===== config.mk =====
export PLATFORM = sky130hd
export DESIGN_NAME = ir_number_entry
export DESIGN_NICKNAME = d
export VERILOG_FILES = /design/src/rtl/ir_pkg.sv /design/src/rtl/ir_idle_timer.sv /design/src/rtl/ir_number_entry.sv
export SDC_FILE = /design/constraint.sdc
export NUM_CORES = 1
export LEC_CHECK = 0
export ABC_AREA = 1
export CORE_ASPECT_RATIO = 1.75
export CORE_MARGIN = 5
export CORE_UTILIZATION = 60
export DETAILED_ROUTE_END_ITERATION = 7
export HOLD_SLACK_MARGIN = 0.1
export PLACE_DENSITY = 0.82
export SLEW_MARGIN = 20
export SYNTH_ARGS = -nofsm -noshare
export SYNTH_HDL_FRONTEND = slang
export SYNTH_SLANG_ARGS = --single-unit

===== constraint.sdc =====
create_clock -name clk -period 4.79 [get_ports clk]
set_input_delay 0.958 -clock clk [delete_from_list [all_inputs] [get_ports clk]]
set_output_delay 0.958 -clock clk [all_outputs]
set_load 0.01 [all_outputs]

===== src/rtl/ir_pkg.sv =====
// Shared IR-remote definitions: entry FSM states and clock/digit constants.
package ir_pkg;

  typedef enum logic [1:0] {
    IDLE,
    ENTRY,
    PEND
  } ir_entry_state_t;

  localparam int unsigned IR_DIGIT_MAX = 9;
  localparam int unsigned ir_clk_hz    = 50_000_000;

endpackage


===== src/rtl/ir_idle_timer.sv =====
// Saturating inter-digit idle timer with a one-cycle expiry strobe.
module ir_idle_timer #(
  parameter int unsigned TIMEOUT_CYCLES = 100
) (
  input  logic clk,
  input  logic rst,
  input  logic clear,
  input  logic enable,
  output logic expired
);

  localparam int unsigned W = (TIMEOUT_CYCLES > 1) ? $clog2(TIMEOUT_CYCLES) : 1;
  localparam logic [W-1:0] LAST = W'(TIMEOUT_CYCLES - 1);
  localparam logic [W-1:0] PRE  = W'((TIMEOUT_CYCLES > 1) ? TIMEOUT_CYCLES - 2 : 0);

  logic [W-1:0] count;

  always_ff @(posedge clk or negedge rst) begin
    if (!rst) begin
      count <= '0;
    end else if (clear) begin
      count <= '0;
    end else if (enable && count != LAST) begin
      count <= count + W'(1);
    end
  end

  // Strobe on the step into LAST so the consumer changes state as the count lands there.
  assign expired = enable && !clear && ((TIMEOUT_CYCLES <= 1) || (count == PRE));

endmodule


===== src/rtl/ir_number_entry.sv =====
// Collects IR remote digit strobes into multi-digit numbers and hands them to
// the CPU through a single-slot valid/ready register (BCD and binary).
module ir_number_entry
  import ir_pkg::*;
#(
  parameter int unsigned DIGITS         = 4,
  parameter int unsigned BIN_W          = 14,
  parameter int unsigned TIMEOUT_CYCLES = ir_clk_hz
) (
  input  logic                  clk,
  input  logic                  rst,
  input  logic                  numberPressed,
  input  logic [3:0]            numberPressedData,
  input  logic                  err,
  input  logic                  outReady,
  output logic                  outValid,
  output logic [4*DIGITS-1:0]   outBcd,
  output logic [BIN_W-1:0]      outBin,
  output logic [3:0]            outCount,
  output logic                  entryActive,
  output logic                  dropped
);

  localparam int unsigned BCD_W = 4 * DIGITS;

  ir_entry_state_t state, state_next;

  logic [BCD_W-1:0] acc_bcd;
  logic [BIN_W-1:0] acc_bin;
  logic [3:0]       acc_cnt;
  logic [3:0]       cnt_inc;
  logic             err_q;
  logic             err_rise;
  logic             digit_ok;
  logic             accept;
  logic             commit;
  logic             abort;
  logic             drop;
  logic             expired;
  logic             full_next;

  assign err_rise  = err && !err_q;
  assign digit_ok  = numberPressed && (numberPressedData <= 4'(IR_DIGIT_MAX));
  assign cnt_inc   = acc_cnt + 4'd1;
  assign full_next = (cnt_inc == 4'(DIGITS));

  ir_idle_timer #(
    .TIMEOUT_CYCLES(TIMEOUT_CYCLES)
  ) u_timer (
    .clk    (clk),
    .rst    (rst),
    .clear  (accept || state != ENTRY),
    .enable (state == ENTRY),
    .expired(expired)
  );

  always_ff @(posedge clk or negedge rst) begin
    if (!rst) state <= IDLE;
    else      state <= state_next;
  end

  always_comb begin
    state_next = state;
    unique case (state)
      IDLE: begin
        if (accept) state_next = full_next ? PEND : ENTRY;
      end
      ENTRY: begin
        if (abort)        state_next = IDLE;
        else if (accept)  state_next = full_next ? PEND : ENTRY;
        else if (expired) state_next = PEND;
      end
      PEND: begin
        if (abort || commit) state_next = IDLE;
      end
      default: state_next = IDLE;
    endcase
  end

  always_comb begin
    accept      = 1'b0;
    commit      = 1'b0;
    abort       = 1'b0;
    drop        = 1'b0;
    entryActive = (state != IDLE);
    unique case (state)
      IDLE: begin
        accept = digit_ok && !err_rise;
        drop   = digit_ok && err_rise;
      end
      ENTRY: begin
        abort  = err_rise;
        accept = digit_ok && !err_rise;
        drop   = digit_ok && err_rise;
      end
      PEND: begin
        abort  = err_rise;
        commit = !err_rise && (!outValid || outReady);
        drop   = digit_ok;
      end
      default: ;
    endcase
  end

  always_ff @(posedge clk or negedge rst) begin
    if (!rst) begin
      acc_bcd <= '0;
      acc_bin <= '0;
      acc_cnt <= '0;
      err_q   <= 1'b0;
      dropped <= 1'b0;
    end else begin
      err_q   <= err;
      dropped <= drop;
      if (abort || commit) begin
        acc_bcd <= '0;
        acc_bin <= '0;
        acc_cnt <= '0;
      end else if (accept) begin
        acc_bcd <= (acc_bcd << 4) | BCD_W'(numberPressedData);
        acc_bin <= acc_bin * BIN_W'(10) + BIN_W'(numberPressedData);
        acc_cnt <= cnt_inc;
      end
    end
  end

  always_ff @(posedge clk or negedge rst) begin
    if (!rst) begin
      outValid <= 1'b0;
      outBcd   <= '0;
      outBin   <= '0;
      outCount <= '0;
    end else if (commit) begin
      outValid <= 1'b1;
      outBcd   <= acc_bcd;
      outBin   <= acc_bin;
      outCount <= acc_cnt;
    end else if (outValid && outReady) begin
      outValid <= 1'b0;
    end
  end

endmodule


; Word-level counts from Yosys, hierarchy flattened
; Index checks and enable logic that the tools add are counted.
[op_classes]
n_addsub = 3
mul = 1
div_mod_pow = 0
n_lt_le_gt_ge = 1
eq_ne = 9
n_shift = 0
n_mux = 21
n_bitwise = 1
n_reduce_logical = 24
[op_table]
columns = op, count
row1 = $mux 26, 2
row2 = $mux 16, 2
row3 = $mux 14, 2
row4 = $add 26x1->26 const B, 1
row5 = $eq 26x26->1 const B, 1
row6 = $ne 26x26->1 const B, 1
row7 = $or 16x4->16, 1
row8 = $add 14x4->14, 1
row9 = $mul 14x3->13 const B, 1
row10 = $mux 2, 6
row11 = $logic_and 1x1->1, 9
row12 = $mux 4, 2
row13 = $reduce_bool 2->1, 4
row14 = $pmux 2 s3, 1
row15 = $mux 1, 5
row16 = $add 4x1->4 const B, 1
row17 = $eq 4x3->1 const B, 1
row18 = $le 4x4->1 const B, 1
row19 = $logic_not 1->1, 4
row20 = $ne 2x2->1 const B, 2
row21 = $ne 4x4->1 const B, 1
row22 = $reduce_or 2->1, 2
row23 = $logic_or 1x1->1, 3
row24 = $reduce_and 3->1, 1
row25 = 5 further kinds, 5
[totals]
ff_bits = 99
latchBits = 0
ram_bits = 0
rom_bits = 0
in_bits = 9
out_inout_bits = 37
memories = 0

; Logic depth before layout (Yosys ltp)
[depth]
ltp_word = 13
depth_mapped = 14
mapped_depth_nobuf = 14

; Cells and area by module
; Synthesis repeated with hierarchy kept, for this count alone.
[unflattened]
hier_cells = 723
hier_area_um2 = 5688.0
[modules_own_cells]
columns = mod, instances, cells_per_inst, area_per_inst_um2, seq_area_each_um2
row1 = ir_number_entry, 1, 432, 3821.2, 1776.7
row2 = ir_idle_timer, 1, 291, 1866.8, 650.6

; Worst setup path after synthesis
; No wires, ideal clock.
[synth_path]
path_kind = reg-to-reg
from = register acc_bin[1]
to = register acc_bin[13]
setup_ns = 0.117
t_arrival_ns = 2.200
t_required_ns = 4.673
slack_ns = 2.473
stages_incl_launch_ff = 13
path_cell_list = dfrtp_1 ha_1 ha_1 fa_1 nand3_1 nor2_2 nand2_2 nor2_4 nand3_2 nor2_1 nand2_1 nand3_1 nand2_1
[synth_between]
elab_chain_len = 4
[synth_rtl]
columns = item, line_no
row1 = from (decl), ir_number_entry.sv:29  ; logic [BIN_W-1:0] acc_bin;
row2 = from (signal assigned), ir_number_entry.sv:121  ; acc_bin <= acc_bin * BIN_W'(10) + BIN_W'(numberPressedData);
row3 = $mul 14x3->13, ir_number_entry.sv:121
row4 = $add 14x4->14, ir_number_entry.sv:121
row5 = $mux 14, ir_number_entry.sv:119  ; end else if (accept) begin
row6 = $mux 14, ir_number_entry.sv:115  ; if (abort || commit) begin
; Every way passes these cells. The select of a mux whose other input is x is not followed.
; A chain may end at the register's enable or synchronous reset.

; Worst setup path in the final report
[layout_path]
from = input port numberPressedData[1]
to = register acc_bin[12]
[layout_between]
elab_chain_len = 5
[layout_rtl]
columns = item, line_no
row1 = from (decl), ir_number_entry.sv:13  ; input logic [3:0] numberPressedData,
row2 = "parallel branches: the longest is 5 deep, another holds $add 14x4->14", -
; Parallel ways; which one is timed is not known. The select of a mux whose other input is x is not followed.

==> metrics.sh <==
CRITICAL_PATH_CLASS='input port to flop'
DRV_CAP=0
HOLD_PATH_CLASS='flop to flop'
YOSYS_REGISTER_BITS=97
PORT_BUFFERS=45
CTS_MAX_PATH_BUFFERS=2
COUNT_OF_ENDPOINTS_FAILING_HOLD_IN_THE_FINAL_TIMING_REPORT=0
SETUP.WORST_PATH.END_CLASS='flop'
HTREEDEPTH=3
GRT_SETUP_UNREPAIRED='false'
WIRE_PER_INST_UM=15.85
FIN_WORST_SKEW_PS=4.975
PIN_COUNT=46
CP_DATA_ARRIVAL_TIME_PS=3140
SYNTHESIS.NETS=675
ANTENNA_CELLS_INSERTED=0
DIE_X_UM=81.38
CRITICAL_PATH_START_TYPE='input port'
SYNTHTOLAYOUTAREAGROWTH_PCT=15.32
DR_TOTAL_VIAS=4452
WORST_SETUP_HOLD_PATH_CLK_SLEW_PS=70
TRITONCTS_CLOCK_TREE='yes'
VIA_COUNT_OF_THE_FIRST_GLOBAL_ROUTING_PASS=4598
POWER_LEAKAGE_nW=2.841
FP.DIEAREA_UM2=10980
GP_CONGESTION=0.9552
CTS-BUFFERS-INSERTED=9
REQUIRED_PS=5030
SYNTH_CELL_TYPE_COUNT=42
FIRST_PASS_GRT_WIRE_LENGTH_UM=21390
YOSYS.AREA_SHARE.XOR_XNOR=0.03766
PLACEABLECOREAREA_UM2=8727
TIGHTESTPINTRANSITION_PS=1060
ROUTE.FINAL.WIRE_LENGTH_UM=12660
FIN_CRIT_SH=0.6036
SYNTH-WARNING-COUNT=0
DP.FINAL_HPWL_UM=9768
CORE.ROWCOUNT=45
FILL_CELLS=697
GATE_COUNT_OF_THE_MAPPED_NETLIST=635
MAXSLEWHEADROOM=0.2917
SEQ_AREA_FRAC_SYNTH=0.4538
DETAILEDROUTE.FIRSTPASSITERATIONCOUNT=4
CP_MAX_FO=31
SYN-CELL-AREA_UM2=5349
GRT_START_MAX_NET_PINS=71
CTS_NUM_SINKS=97
HOLD_BUFFERS=0
DRIVE_GT1_FRAC=0.08358
FIN_TNS_SETUP_PS=0
FINAL_NETS=717
DIE_H_UM=134.9
FINISH.INSTANCE_AREA_UM2=6168
POST_SYNTHESIS_COMPOUND_GATE_AREA_FRACTION=0.1034
ROUTED_VIA_DENSITY=5.572
PLACED_AREA_UM2=5866
GRTUSAGETOTAL=0.2543
BUFFER_COUNT_FROM_POST_CTS_SETUP_FIXING=0
SYNTH_SIMPLE_GATE_AREA_SHARE=0.2477
SYNTH.AREA.MUX_SHARE=0.002105
LARGEST_FAMILY_OF_LOGIC_CELLS_BY_SYNTHESIZED_AREA='simple AND/OR/NAND/NOR gates'
FINAL-SETUP-VIOL-COUNT=0
ANTENNA_FOUND_INITIAL=0
DETAIL-ROUTE-ANTENNA-NETS=0
CTS.REPAIR.RESIZED=0
CLOCK.FMAX_MHz=345.8
STATUS='completed'
DRT_FIRST_ITER_VIOLATIONS=213
WORST_IR_DROP_VDD_mV=0.2947
WORST_SKEW_PAIR.LATE_LATENCY_PS=350
AVGSYNTHCELLAREA_UM2=8.423
FINAL_MAX_SLEW_VIOL_COUNT=0
SYNTHADDERAREAFRAC=0.07532
CELLPOWERDENSITY_nW_PER_UM2=537.6
FINAL_PERIOD_MINUS_WORST_SETUP_SLACK_PS=2891
POST-ROUTE-DRC-COUNT=0
FLOORPLAN.INITIALDENSITY=0.6129
CTSROOTBUFFERMASTER='sky130_fd_sc_hd__clkbuf_16'
OVERFLOW=0
registers in the layout, indices dropped and copies added, names as in the netlist:
| name | count |
|---|---|
| outBin | 13 |
| outCount | 4 |
| err_q | 1 |
| acc_bin | 13 |
| state | 2 |
| u_timer.count | 26 |
| outValid | 1 |
| outBcd | 16 |
| dropped | 1 |
| acc_bcd | 16 |
| acc_cnt | 4 |
power by group:
| group | switching [mW] | leakage [nW] | internal [mW] | total, mW |
|---|---|---|---|---|
| Combinational | 0.839 | 1.37 | 0.562 | 1.40 |
| Sequential | 0.141 | 1.32 | 1.04 | 1.18 |
| Clock | 0.323 | 0.147 | 0.413 | 0.736 |
| Total | 1.30 | 2.84 | 2.01 | 3.32 |
cells in the final DEF (no fill, tap or decap), drive strengths merged, types with 18 or more instances in the layout:
cell and instances:
o22ai 18, ha 29, inv 90, a21oi 18, clkdlybuf4s50 44, nor2 54
dfrtp 97, o21ai 60, nand2 139, nand3 48
Yosys cell counts, drive strengths merged:
cell     count  area (um2)
fa           2       40.04
dfrtp       97        2427
xor2        17       148.9
o21bai       2       18.77
nor4         2       27.53
or2          2       12.52
buf         12       77.57
o21ai       60       304.0
xnor2        6       52.55
nor3        14       101.4
nand2      139       539.3
o22ai       18       112.6
nor2        54       254.0
a21oi       18       90.09
clkbuf       4       15.01
nand4       17       112.6
o2bb2ai      1       8.760
nand3       48       277.8
ha          29       362.9
a31oi        3       18.77
inv         87       326.6
clkinv       2       8.750
mux2         1       11.26
routing by layer:
| layer | wire length, um | GRT usage | up-vias | share of wire |
|---|---|---|---|---|
| met2 | 6957 | 0.4505 | 128 | 0.55 |
| met1 | 4594 | 0.2724 | 2108 | 0.36 |
| met3 | 462 | 0.04473 | 43 | 0.036 |
| met5 | 0 | 0 | - | 0 |
| li1 | - | - | 2173 | - |
| met4 | 646 | 0.1523 | 0 | 0.051 |
critical path, cell delays in order:
cell and delay [ps]:
sky130_fd_sc_hd__clkdlybuf4s50_1 490, sky130_fd_sc_hd__o21ai_2 240, sky130_fd_sc_hd__nand3_4 130, sky130_fd_sc_hd__nor2_4 140
sky130_fd_sc_hd__inv_2 80, sky130_fd_sc_hd__nand2_1 780, sky130_fd_sc_hd__inv_1 140, sky130_fd_sc_hd__nand2_1 110
sky130_fd_sc_hd__nand2_1 50
per-stage QoR:
stage / std cells / total power [mW] / utilization / hold WS (ps) / worst slack, ps
after floorplan: 635 / 2.088 / - / 445.2 / 2473
after global placement: 783 / 2.520 / 0.6721 / 466.0 / 1604
after detailed placement: 783 / 2.592 / 0.6721 / 475.2 / 1571
after CTS: 799 / 3.329 / 0.7068 / 491.7 / 1921
after global routing: 799 / 3.549 / 0.7068 / 513.7 / 1712
final: 799 / 3.316 / 0.7068 / 487.0 / 1899
area by class of cell:
type / count / area, um2 / area share
Clock buffer: 10 / 229.0 / 0.03712
Clock inverter: 6 / 73.82 / 0.01197
Inverter: 89 / 335.3 / 0.05436
Multi-Input combinational cell: 433 / 2494 / 0.4043
Sequential cell: 97 / 2427 / 0.3935
Tap cell: 117 / 146.4 / 0.02373
Timing Repair Buffer: 47 / 462.9 / 0.07505
logic make-up (layout without fill, tap and decap cells):
group | Yosys count | count (layout)
buffers and inverters | 105 | 152
AO/OA/AOI/OAI | 102 | 102
adder cells (fa/ha/maj) | 31 | 31
multiplexers | 1 | 1
AND/OR/NAND/NOR | 276 | 276
XOR/XNOR | 23 | 23
flip-flops | 97 | 97
worst paths after layout:
check / cells after the start / slack [ps] / endpoint / from
min reg2reg: 2 / 490 / outBcd[6] / outBcd[6]
max in group asynchronous: 2 / 3160 / u_timer.count[15] / rst
min in group asynchronous: 1 / 710 / u_timer.count[10] / rst
min: 2 / 490 / outBcd[6] / outBcd[6]
max reg2reg: 11 / 2160 / acc_bin[10] / acc_bin[1]
max: 9 / 1900 / acc_bin[12] / numberPressedData[1]
(Power assumes the default switching activity.)
